## src/rtl/baud_pkg.sv

```systemverilog
// Shared definitions for the UART baud tick generator: the rate table,
// the rate-code enumeration and the divider rounding helper.
package baud_pkg;

  localparam int RATE_W    = 3;
  localparam int NUM_RATES = 8;

  typedef enum logic [RATE_W-1:0] {
    RATE_300    = 3'd0,
    RATE_1200   = 3'd1,
    RATE_4800   = 3'd2,
    RATE_9600   = 3'd3,
    RATE_19200  = 3'd4,
    RATE_38400  = 3'd5,
    RATE_57600  = 3'd6,
    RATE_115200 = 3'd7
  } rate_e;

  localparam int unsigned BAUD_TABLE [NUM_RATES] = '{
    300, 1200, 4800, 9600, 19200, 38400, 57600, 115200
  };

  // Nearest-integer clocks per oversample tick; 64-bit so large clocks never overflow.
  function automatic longint unsigned div_round(input int unsigned clk_hz,
                                                input int unsigned baud,
                                                input int unsigned oversample);
    longint unsigned den;
    den = 64'(baud) * 64'(oversample);
    return (64'(clk_hz) + den / 64'd2) / den;
  endfunction

endpackage

```

## src/rtl/baud_tick_gen_if.sv

```systemverilog
// Control and strobe bundle between the baud generator and its UART user.
interface baud_tick_gen_if;
  import baud_pkg::*;

  logic              enable;
  logic [RATE_W-1:0] baud_select;
  logic              rx_resync;
  logic              rx_tick;
  logic              rx_bit;
  logic              tx_tick;
  logic [RATE_W-1:0] sel_active;

  modport master (
    output enable, baud_select, rx_resync,
    input  rx_tick, rx_bit, tx_tick, sel_active
  );

  modport slave (
    input  enable, baud_select, rx_resync,
    output rx_tick, rx_bit, tx_tick, sel_active
  );

endinterface

```

## src/rtl/baud_phase_cnt.sv

```systemverilog
// Modulo-MOD phase counter: advances once per oversample tick and emits a
// registered one-cycle strobe on the tick where the count equals MATCH.
module baud_phase_cnt #(
  parameter int unsigned MOD   = 16,
  parameter int unsigned MATCH = 15
) (
  input  logic clk,
  input  logic reset,
  input  logic clear,
  input  logic advance,
  output logic match
);

  localparam int W = (MOD > 1) ? $clog2(MOD) : 1;

  logic [W-1:0] cnt;

  // Clear wins over advance so a resync landing on a tick suppresses that strobe.
  always_ff @(posedge clk or posedge reset) begin
    if (reset) begin
      cnt   <= '0;
      match <= 1'b0;
    end else if (clear) begin
      cnt   <= '0;
      match <= 1'b0;
    end else if (advance) begin
      match <= (cnt == W'(MATCH));
      cnt   <= (cnt == W'(MOD - 1)) ? '0 : cnt + 1'b1;
    end else begin
      match <= 1'b0;
    end
  end

endmodule

```

## src/rtl/baud_tick_gen.sv

```systemverilog
// Baud tick generator: divides clk to an oversample strobe and derives the
// receiver bit-centre and transmitter bit-period strobes from it.
module baud_tick_gen
  import baud_pkg::*;
#(
  parameter int unsigned CLK_HZ     = 50_000_000,
  parameter int unsigned OVERSAMPLE = 16,
  parameter int unsigned CNT_W      = 16
) (
  input  logic           clk,
  input  logic           reset,
  baud_tick_gen_if.slave bus
);

  localparam logic [CNT_W-1:0] RESET_RELOAD =
    CNT_W'(div_round(CLK_HZ, BAUD_TABLE[RATE_300], OVERSAMPLE) - 64'd1);

  if (OVERSAMPLE < 4 || (OVERSAMPLE % 2) != 0) begin : g_bad_oversample
    $error("baud_tick_gen: OVERSAMPLE must be even and at least 4");
  end

  logic [CNT_W-1:0] div_m1 [NUM_RATES];

  for (genvar s = 0; s < NUM_RATES; s++) begin : g_div
    localparam longint unsigned DIV_S = div_round(CLK_HZ, BAUD_TABLE[s], OVERSAMPLE);
    if (DIV_S < 64'd1 || DIV_S >= (64'd1 << CNT_W)) begin : g_bad_div
      $error("baud_tick_gen: divider for rate code %0d does not fit CNT_W", s);
    end
    assign div_m1[s] = CNT_W'(DIV_S - 64'd1);
  end

  logic [CNT_W-1:0] div_cnt;
  rate_e            sel_q;
  logic             rx_tick_q;
  logic             tick_now;

  assign tick_now = bus.enable && (div_cnt == '0);

  // Rate changes are only accepted at a reload (or while held), so a period
  // is never cut short by a mid-count baud_select change.
  // NOTE: sequential state uses non-blocking assignments so every register
  // samples pre-edge values regardless of statement order.
  always_ff @(posedge clk or posedge reset) begin
    if (reset) begin
      div_cnt   <= RESET_RELOAD;
      sel_q     <= RATE_300;
      rx_tick_q <= 1'b0;
    end else if (!bus.enable) begin
      sel_q     <= rate_e'(bus.baud_select);
      div_cnt   <= div_m1[bus.baud_select];
      rx_tick_q <= 1'b0;
    end else if (div_cnt == '0) begin
      sel_q     <= rate_e'(bus.baud_select);
      div_cnt   <= div_m1[bus.baud_select];
      rx_tick_q <= 1'b1;
    end else begin
      div_cnt   <= div_cnt - 1'b1;
      rx_tick_q <= 1'b0;
    end
  end

  logic tx_match;
  logic rx_match;

  baud_phase_cnt #(
    .MOD   (OVERSAMPLE),
    .MATCH (OVERSAMPLE - 1)
  ) u_tx_phase (
    .clk     (clk),
    .reset   (reset),
    .clear   (!bus.enable),
    .advance (tick_now),
    .match   (tx_match)
  );

  baud_phase_cnt #(
    .MOD   (OVERSAMPLE),
    .MATCH (OVERSAMPLE / 2 - 1)
  ) u_rx_phase (
    .clk     (clk),
    .reset   (reset),
    .clear   (!bus.enable || bus.rx_resync),
    .advance (tick_now),
    .match   (rx_match)
  );

  assign bus.rx_tick    = rx_tick_q;
  assign bus.rx_bit     = rx_match;
  assign bus.tx_tick    = tx_match;
  assign bus.sel_active = sel_q;

endmodule

```

## src/flat_wrapper.sv

```systemverilog
// flat-port wrapper written by rule: the top's interface ports become plain ports
module baud_tick_gen_flat import baud_pkg::*;
#(
  parameter int unsigned CLK_HZ     = 50_000_000,
  parameter int unsigned OVERSAMPLE = 16,
  parameter int unsigned CNT_W      = 16
)
  (clk, reset, bus_enable, bus_baud_select, bus_rx_resync, bus_rx_tick, bus_rx_bit, bus_tx_tick, bus_sel_active);
  baud_tick_gen_if bus_i ();
  input  logic clk;
  input  logic reset;
  input wire logic [$bits(bus_i.enable)-1:0] bus_enable;
  input wire logic [$bits(bus_i.baud_select)-1:0] bus_baud_select;
  input wire logic [$bits(bus_i.rx_resync)-1:0] bus_rx_resync;
  output wire logic [$bits(bus_i.rx_tick)-1:0] bus_rx_tick;
  output wire logic [$bits(bus_i.rx_bit)-1:0] bus_rx_bit;
  output wire logic [$bits(bus_i.tx_tick)-1:0] bus_tx_tick;
  output wire logic [$bits(bus_i.sel_active)-1:0] bus_sel_active;
  assign bus_i.enable = bus_enable;
  assign bus_i.baud_select = bus_baud_select;
  assign bus_i.rx_resync = bus_rx_resync;
  assign bus_rx_tick = bus_i.rx_tick;
  assign bus_rx_bit = bus_i.rx_bit;
  assign bus_tx_tick = bus_i.tx_tick;
  assign bus_sel_active = bus_i.sel_active;
  baud_tick_gen #(.CLK_HZ(CLK_HZ), .OVERSAMPLE(OVERSAMPLE), .CNT_W(CNT_W)) u_core (.clk(clk), .reset(reset), .bus(bus_i));
endmodule
```

## config.mk

```make
export PLATFORM = sky130hd
export DESIGN_NAME = baud_tick_gen_flat
export DESIGN_NICKNAME = d
export VERILOG_FILES = /design/src/rtl/baud_pkg.sv /design/src/rtl/baud_tick_gen_if.sv /design/src/rtl/baud_phase_cnt.sv /design/src/rtl/baud_tick_gen.sv /design/src/flat_wrapper.sv
export SDC_FILE = /design/constraint.sdc
export NUM_CORES = 1
export LEC_CHECK = 0
export ABC_AREA = 1
export ABC_CLOCK_PERIOD_IN_PS = 1600
export CAP_MARGIN = 5
export CORE_ASPECT_RATIO = 0.75
export CORE_UTILIZATION = 40
export CTS_CLUSTER_SIZE = 40
export DETAILED_ROUTE_END_ITERATION = 12
export GPL_ROUTABILITY_DRIVEN = 0
export SLEW_MARGIN = 20
export SYNTH_ARGS = -nofsm -noshare
export SYNTH_HDL_FRONTEND = slang
export SYNTH_SLANG_ARGS = --single-unit
```

## constraint.sdc

```tcl
create_clock -name clk -period 1.6 [get_ports clk]
set_clock_uncertainty 0.15 [all_clocks]
set_input_delay 0.16 -clock clk [delete_from_list [all_inputs] [get_ports clk]]
set_output_delay 0.16 -clock clk [all_outputs]
set_load 0.01 [all_outputs]
```

# After elaboration in Yosys (flattened, before gate mapping)
# Memory sizes are Yosys's and may differ from the RTL's.
# Index checks and enable logic that the tools add are counted.
dict set report totals {
  regBits 30
  latch_bits 0
  mem_bits_rw 0
  romBits 128
  input_bits 7
  output_inout_bits 6
  wordCells 41
  memories 1
}
dict set report classes {
  add_sub_neg 3
  multipliers 0
  n_div 0
  order_cmp 1
  n_eq_ne 5
  shifts 0
  mux 18
  bitwise_logic 1
  reduce_logical 5
}
# name words width read_ports rd_ports_with_merged_regs write_ports line
set mem_list {}
lappend mem_list {{(name not given)} 8 16 1 0 0 baud_tick_gen.sv:54} ;# div_cnt <= div_m1[bus.baud_select];
# operator count
set op_table {}
lappend op_table {{$mux W16} 4}
lappend op_table {{$mux W4} 6}
lappend op_table {{$logic_not A16 Y1} 1}
lappend op_table {{$sub A16 B1 Y16 const B} 1}
lappend op_table {{$add A4 B1 Y4 const B} 2}
lappend op_table {{$eq A4 B4 Y1 const B} 2}
lappend op_table {{$mux W1} 6}
lappend op_table {{$mux W3} 2}
lappend op_table {{$eq A4 B3 Y1 const B} 1}
lappend op_table {{$ge A4 B4 Y1 const B} 1}
lappend op_table {{$ne A2 B1 Y1 const B} 2}
lappend op_table {{$not A3 Y4} 1}
lappend op_table {{$reduce_bool A2 Y1} 1}
lappend op_table {{$logic_and A1 B1 Y1} 1}
lappend op_table {{$logic_not A1 Y1} 1}
lappend op_table {{$logic_or A1 B1 Y1} 1}

# Logic depth before layout (Yosys ltp)
# Gate-level depths: netlist (run 1).
dict set report depth {
  ltp_word 6
  ltp_mapped 10
  mapped_depth_nobuf 10
}

# Modules after synthesis
# Synthesis (run 1) repeated with hierarchy kept, for this count alone.
dict set report unflattened {
  cells_unflattened 235
  hier_area_um2 1860.5
}
# mod instances cells_each area_per_inst_um2 seq_area_each_um2
set modules_own_cells {}
lappend modules_own_cells {baud_tick_gen 1 180 1348.8 506.7}
lappend modules_own_cells {{baud_phase_cnt (u_core.u_tx_phase)} 1 28 257.7 125.1}
lappend modules_own_cells {{baud_phase_cnt (u_core.u_rx_phase)} 1 27 254.0 125.1}

# Worst setup path after synthesis (run 1)
# OpenSTA, ideal clock, no wires.
dict set report synth_timing {
  path_type {reg-to-reg}
  startpoint {reg u_core.div_cnt[0]}
  endpoint {reg u_core.div_cnt[2]}
  setup_time_ps 126
  t_arrival_ps 1268
  required_ps 1324
  path_slack_ps 56
  stages_incl_launch_ff 9
  n_path_buf 1
  period_less_slack_ps 1544
  cell_sequence {dfrtp_1 -> inv_1 -> ha_1 -> nand2_4 -> nor2_8 -> a21oi_2 -> buf_4 -> nand2_1 -> nand3_2}
}
dict set report synth_via {
  elab_chain_len 3
  word_cells_on_any_way 4
  classes_between {add/sub: 1; mux: 2; reduce/logical: 1}
}
# item line
set synth_rtl {}
lappend synth_rtl {{start, declared} baud_tick_gen.sv:32} ;# logic [CNT_W-1:0] div_cnt;
lappend synth_rtl {{start signal, assigned} baud_tick_gen.sv:50} ;# div_cnt <= div_m1[bus.baud_select];
lappend synth_rtl {{start signal, assigned} baud_tick_gen.sv:54}
lappend synth_rtl {{start signal, assigned} baud_tick_gen.sv:57} ;# div_cnt <= div_cnt - 1'b1;
lappend synth_rtl {{$sub A16 B1 Y16 or $logic_not A16 Y1 (tied branches)} {baud_tick_gen.sv:57, baud_tick_gen.sv:52}}
lappend synth_rtl {{$mux W16 *} baud_tick_gen.sv:52} ;# end else if (div_cnt == '0) begin
lappend synth_rtl {{$mux W16 *} baud_tick_gen.sv:48} ;# end else if (!bus.enable) begin
# Every way passes the cells marked *; elsewhere a longest branch is shown, timed or not.
# A chain may end at the register's enable or synchronous reset.

# Final worst setup path (run 1)
dict set report layout_timing {
  startpoint {reg u_core.div_cnt[0]}
  endpoint {reg u_core.div_cnt[1]}
}
# The elaborated chain is that of the path after synthesis.

==> reports/results.ini, run 1 <==
[timing]
rsz0062_at_grt=true
finalCriticalPeriod_ns=1.60
tightest_slew_ns=0.300
period_share_pct=99.8
slew_viol_final=0
tns_ns=0
max_freq_ghz=0.626
postLayoutSetupSlackWorst_ns=0.00284
relSlewSlack_pct=79.9
setup_viol=0
finalHoldViolCount=0

[synth]
synth_edf_count=0
ys_ff_latch=30
synthCells=232
dominantRegCellSynth=dfrtp_1
synth_async_sr_flop_share_pct=100
ys_seq_area_share_pct=39.8
syn_area_per_cell_um2=8.19
synthesis.nets=247
yosysWarnings=0
synthDistinctLibCells=32
synth.cell_area_mm2=0.00190

[run]
maxCapViolations=0

[power_and_ir_drop]
max-vdd-ir-drop_uv=501
power_frac_comb_pct=29.6
power_density_mw_per_mm2=946
p_switching_uw=789
clkPwrFrac_pct=32.8
p_int_mw=1.68
p_leak_nw=1.36
seqPwrFrac_pct=37.6
swShare_pct=32.0

[setup_path]
startpoint=u_core.div_cnt[0]
worstPathRequired_ns=1.62
end_kind=flop
crit_fanout=4
rr_startpoint=u_core.div_cnt[0]
crit_type=flop to flop
cp.arrival_ns=1.62
start_kind=flop

[clocking]
tritoncts=done
cts_buffer_depth=2
clkTransAtPathRegs_ns=0.07
htree_levels=2
clock_latency_ns=0.28
cts_sinks=30
cts_buffers=5
hold_buffers=0
cts_root_buf=clkbuf_8

[global_route]
grt_pass1_wl_um=7330
grt_usage_pct=20.0
grt_max_degree=31
first_global_vias=1545
antenna_found_initial=0
grt_overflow_total=0

[die]
die_area_mm2=0.00503
die_width_um=81.6
initial_core_util_pct=42.1
die_height_um=61.7
rows=21
core-area_mm2=0.00452
num_io_pins=13

[worst_hold_path]
hold_class=primary input to asynchronous set/reset pin

[route]
totalWireLength_um=4350
vias=1578
antenna_left=0
vias_per_cell=4.60
drt_iter0_markers=97
dr.pass1.iters=4
route.detailed.drc=0
wl_per_cell_um=12.7

[run_status]
status=finished clean

[place]
dp_hpwl_um=3110
io_buffer_count=12
pre_cts_ws_ns=-0.204

[finish]
num_antenna_cells=0
final_common_cell=nand2_1
drive_gt1_share_pct=35.0
nets=300
fillCellCount=411
syn_to_final_growth_pct=37.3
final_cell_mix=nand2_1, buf_4, dfrtp_1

[kinds of logic (layout without fill, tap and decap cells)]
| family | Yosys count | after routing | synth area share [%] |
|---|---|---|---|
| compound gates | 15 | 15 | 4.34 |
| xor+xnor | 11 | 11 | 5.07 |
| fa+ha+maj | 8 | 8 | 5.27 |
| buf+inv | 27 | 81 | 6.91 |
| flops | 30 | 30 | 39.8 |
| simple gates | 141 | 141 | 38.6 |
[routing by layer]
| metal | GRT usage [%] | routed length, um |
|---|---|---|
| met4 | 6.02 | 35 |
| met1 | 29.4 | 2290 |
| met3 | 4.38 | 102 |
| met2 | 29.6 | 1920 |
| met5 | 0 | 0 |
[critical path, stage by stage (launching register included)]
cell     delay [ns]
dfrtp_1        0.39
inv_2          0.09
ha_4           0.17
nand2_8        0.08
nor2_8         0.16
nand2_4        0.09
buf_6          0.14
nand2_2        0.05
o21ai_2        0.05
nand2_1        0.07
nand2_1        0.05
[flip-flops by register name (all words and copies together), names as in the netlist]
register,flops
u_core.u_rx_phase.cnt,4
u_core.u_rx_phase.match,1
u_core.div_cnt,16
u_core.u_tx_phase.match,1
u_core.bus.sel_active,3
u_core.bus.rx_tick,1
u_core.u_tx_phase.cnt,4
[layout make-up]
class                   instances  area [um2]  area share, %
well taps                      57        71.3           2.73
multi-input cells             175        1130           43.4
clock inverters                 1        30.0           1.15
repair buffers                 51         448           17.2
flip-flops and latches         30         757           29.0
inverters                      22        83.8           3.21
clock buffers                   7        86.3           3.31
[cell usage after synthesis, types with 2 or more instances]
master   instances  share of area (%)
ha_1             8                5.3
o21ai_0          7                1.8
dfrtp_1         25                 33
nand3_2          4                2.1
o21ai_1          5                1.3
nor2_4           5                3.0
inv_1           20                3.9
dfstp_2          5                6.9
nand2_1         62                 12
nor2_2           6                2.0
nand3_1         21                5.5
a21oi_2          2               0.92
buf_4            3                1.2
xor2_1           8                3.7
xnor2_1          3                1.4
nand2_4          6                3.6
nor2_1          27                5.3
[per-stage QoR]
stage          instance area, um2  hold slack (ns)  util [%]  cells  total power [mW]
4_1_cts                      2470           0.0578      54.8    339              2.39
3_3_place_gp                 2320            0.313      51.3    331              1.54
5_1_grt                      2610           0.0923      57.8    343              2.60
3_5_place_dp                 2320            0.320      51.3    331              1.55
6_report                     2610           0.0558      57.8    343              2.47
2_1_floorplan                1900           0.0971         -    232              1.33
[power groups by stage]
stage                     registers [mW]  logic (mW)  clock network [mW]
after detailed placement           0.929       0.618                   0
final                              0.929       0.730               0.809
after CTS                          0.917       0.648               0.824
after floorplan                    0.917       0.410                   0
after global routing               0.937       0.810               0.853
after global placement             0.928       0.613                   0
[final timing paths]
| kind | end | slack (ns) | cells after the start |
|---|---|---|---|
| max reg2reg | u_core.div_cnt[1] | 0.003 | 10 |
| max | u_core.div_cnt[1] | 0.003 | 10 |
| min reg2reg | u_core.bus.sel_active[2] | 0.33 | 2 |
| min in group clk | u_core.bus.sel_active[2] | 0.33 | 2 |
| min | u_core.u_rx_phase.cnt[3] | 0.06 | 3 |
| max in group asynchronous | u_core.div_cnt[5] | 1.00 | 3 |
[what timing repair did]
item | 4_1_cts | 5_1_grt
pin swaps | 2 | 5
resized for setup | 8 | 28
setup buffers | 0 | 4
endpoints found under the setup margin | 22 | 25
hold endpoints to repair | 0 | 0
Note: power is estimated with default switching activity, not from simulation.
==> run 2, diff against run 1 <==
Settings changed: CAP_MARGIN 5 to default, CORE_ASPECT_RATIO 0.75 to default, SLEW_MARGIN 20 to default.
==> run 2 against run 1 <==
Against the previous run: maximum frequency up 0.93%; largest cell class unchanged; worst setup slack better by 0.015 ns; highest routed layer unchanged; die area about the same; utilization down 3.4 points; largest power group unchanged; via count down 1.3%; clock-buffer cell count unchanged; critical endpoint is now u_core.div_cnt[3]; critical path type unchanged; cell count down 4.1%; critical path depth down 3.
==> reports/results.ini, run 2 (synthesized netlist as in run 1, its figures left out) <==
[die]
die_width_um=70.9  ; -13%
num_io_pins=13  ; unchanged
rows=24  ; +14%
initial_core_util_pct=42.5  ; +0.42 points
core-area_mm2=0.00447  ; -1.0%
die_area_mm2=0.00503  ; about the same
die_height_um=70.9  ; +15%

[finish]
fillCellCount=425  ; +3.4%
regMostFlops=u_core.div_cnt
reg_top3=u_core.div_cnt: 16 flops, u_core.u_rx_phase.cnt: 4 flops, u_core.u_tx_phase.cnt: 4 flops
syn_to_final_growth_pct=28.0
final_cell_mix=nand2_1, buf_4, nor2_1, dfrtp_1
nets=291  ; -3.0%
fin_cells=329  ; -4.1%
final_common_cell=nand2_1
drive_gt1_share_pct=30.3  ; -4.6 points
num_antenna_cells=0  ; unchanged
postLayoutCellArea_mm2=0.00243  ; -6.8%
largest_register_ffs=16  ; unchanged

[run_status]
status=finished clean

[clocking]
htree_levels=2  ; unchanged
tritoncts=done
cts_buffer_depth=2  ; unchanged
cts_buffers=5  ; unchanged
cts_sinks=30  ; unchanged
clock_latency_ns=0.29  ; about the same
clkTransAtPathRegs_ns=0.07  ; about the same
cts_root_buf=clkbuf_8

[setup_path]
crit_type=flop to flop
end_kind=flop
worstPathRequired_ns=1.67  ; +0.05 ns
cpPeakStageDelay_ns=0.59  ; +0.20 ns
crit_family=flip-flops
cp.arrival_ns=1.65  ; +0.03 ns
path_cells=nor2_4 > nand2_4 > nor2_8 > a21oi_2 > buf_6 > nand2_1 > nand3_1
crit_buf_inv=1  ; -1
crit_fanout=10  ; +6
slowest_stage=dfstp_2
start_kind=flop

[timing]
postLayoutSetupSlackWorst_ns=0.0175  ; +0.0147 ns
relSlewSlack_pct=80.0  ; about the same
tightest_slew_ns=0.299  ; -0.000996 ns
finalHoldViolCount=0  ; unchanged
rsz0062_at_grt=true
setup_viol=0  ; unchanged
slew_viol_final=0  ; unchanged
period_share_pct=98.9  ; -0.92 points
max_freq_ghz=0.632  ; +0.93%
finalCriticalPeriod_ns=1.58  ; -0.0147 ns

[route]
antenna_left=0  ; unchanged
route.detailed.drc=0  ; unchanged
drt_iter0_markers=50  ; -48%
vias=1557  ; -1.3%
wl_per_cell_um=12.2  ; -3.5%
totalWireLength_um=4030  ; -7.4%
vias_per_cell=4.73  ; +2.9%
dr.pass1.iters=4  ; unchanged

[place]
dp_hpwl_um=3000  ; -3.8%
dpl_cell_area_mm2=0.00225  ; -2.9%
dp.cells=318  ; -3.9%
io_buffer_count=12  ; unchanged
pre_cts_ws_ns=-0.220  ; -0.0158 ns

[power_and_ir_drop]
power_density_mw_per_mm2=899  ; -4.9%
seqPwrFrac_pct=41.9  ; +4.3 points
clkPwrFrac_pct=29.0  ; -3.8 points
swShare_pct=32.7  ; +0.70 points
p_leak_nw=1.28  ; -5.9%
max-vdd-ir-drop_uv=428  ; -15%
p_switching_uw=715  ; -9.4%
power_frac_comb_pct=29.0  ; -0.6 points
p_int_mw=1.47  ; -12%

[global_route]
grt_overflow_total=0  ; unchanged
grt_max_degree=31  ; unchanged
first_global_vias=1585  ; +2.6%
grt_usage_pct=18.3  ; -1.7 points
grt_pass1_wl_um=7000  ; -4.5%
antenna_found_initial=0  ; unchanged

[run]
maxCapViolations=0  ; unchanged

[worst_hold_path]
hold_class=primary input to asynchronous set/reset pin

[run 2: cell count changes in the layout (fill, tap and decap cells not counted), moves of 2 or more]
cell / change
buf_4: -6
buf_6: -3
nand2_1: +3
nand2_2: -3
o21ai_0: +3
nand2_4: +2
nand2_8: -2
o21ai_1: -2
[run 2: layout make-up]
class,instances,area (um2),area share (%)
clock inverter,1,5.00,0.206
timing repair buffer,42,369,15.2
clock buffer,7,86.3,3.55
tap,52,65.1,2.67
inverter,22,83.8,3.44
multi-input combinational,175,1070,43.8
sequential,30,758,31.2
[run 2: path summary, 6_finish.rpt]
path	start	depth (start not counted)	slack, ns	end
worst max register to register	u_core.div_cnt[5]	7	0.02	u_core.div_cnt[3]
worst min register to register	u_core.bus.sel_active[2]	2	0.32	u_core.bus.sel_active[2]
worst min-delay path	reset	3	0.06	u_core.u_rx_phase.cnt[2]
max in group asynchronous	reset	3	0.99	u_core.div_cnt[5]
worst max-delay path	u_core.div_cnt[5]	7	0.02	u_core.div_cnt[3]
min in group clk	u_core.bus.sel_active[2]	2	0.32	u_core.bus.sel_active[2]
[run 2: per-stage QoR]
step	hold WS (ns)	util, %	total power, mW	TNS [ns]
global route	0.0733	54.4	2.32	-0.348
global placement	0.315	50.4	1.51	-0.317
detailed placement	0.312	50.4	1.52	-0.689
finish	0.0569	54.4	2.19	0
CTS	0.0672	52.9	2.17	0
floorplan	0.0971	-	1.33	0
[run 2: tightest hold or removal path: cells and delay by family]
kind	cells	cell delay (ns)
buffers and inverters	3	0.69
[run 2: metal layers]
metal / wire [um] / vias to the layer above / GRT usage, % / part of all wire [%]
met1: 1960 / 701 / 23.8 / 49
met2: 1840 / 21 / 28.7 / 46
li1: - / 823 / - / -
met3: 104 / 12 / 5.13 / 2.6
met4: 129 / 0 / 8.00 / 3.2
met5: 0 / - / 0 / 0
[run 2: power groups by stage]
stage / clock (mW) / combinational [mW] / sequential, mW
after CTS: 0.652 / 0.611 / 0.912
after global placement: 0 / 0.590 / 0.925
final: 0.636 / 0.635 / 0.918
after global routing: 0.683 / 0.710 / 0.930
after floorplan: 0 / 0.410 / 0.917
after detailed placement: 0 / 0.594 / 0.925
[run 2: repair_timing]
item / 4_1_cts / 5_1_grt
hold buffers: 0 / 0
gates resized for setup: 5 / 14
setup buffers: 0 / 3
pin swaps: 1 / 6
endpoints found under the setup margin: 19 / 29
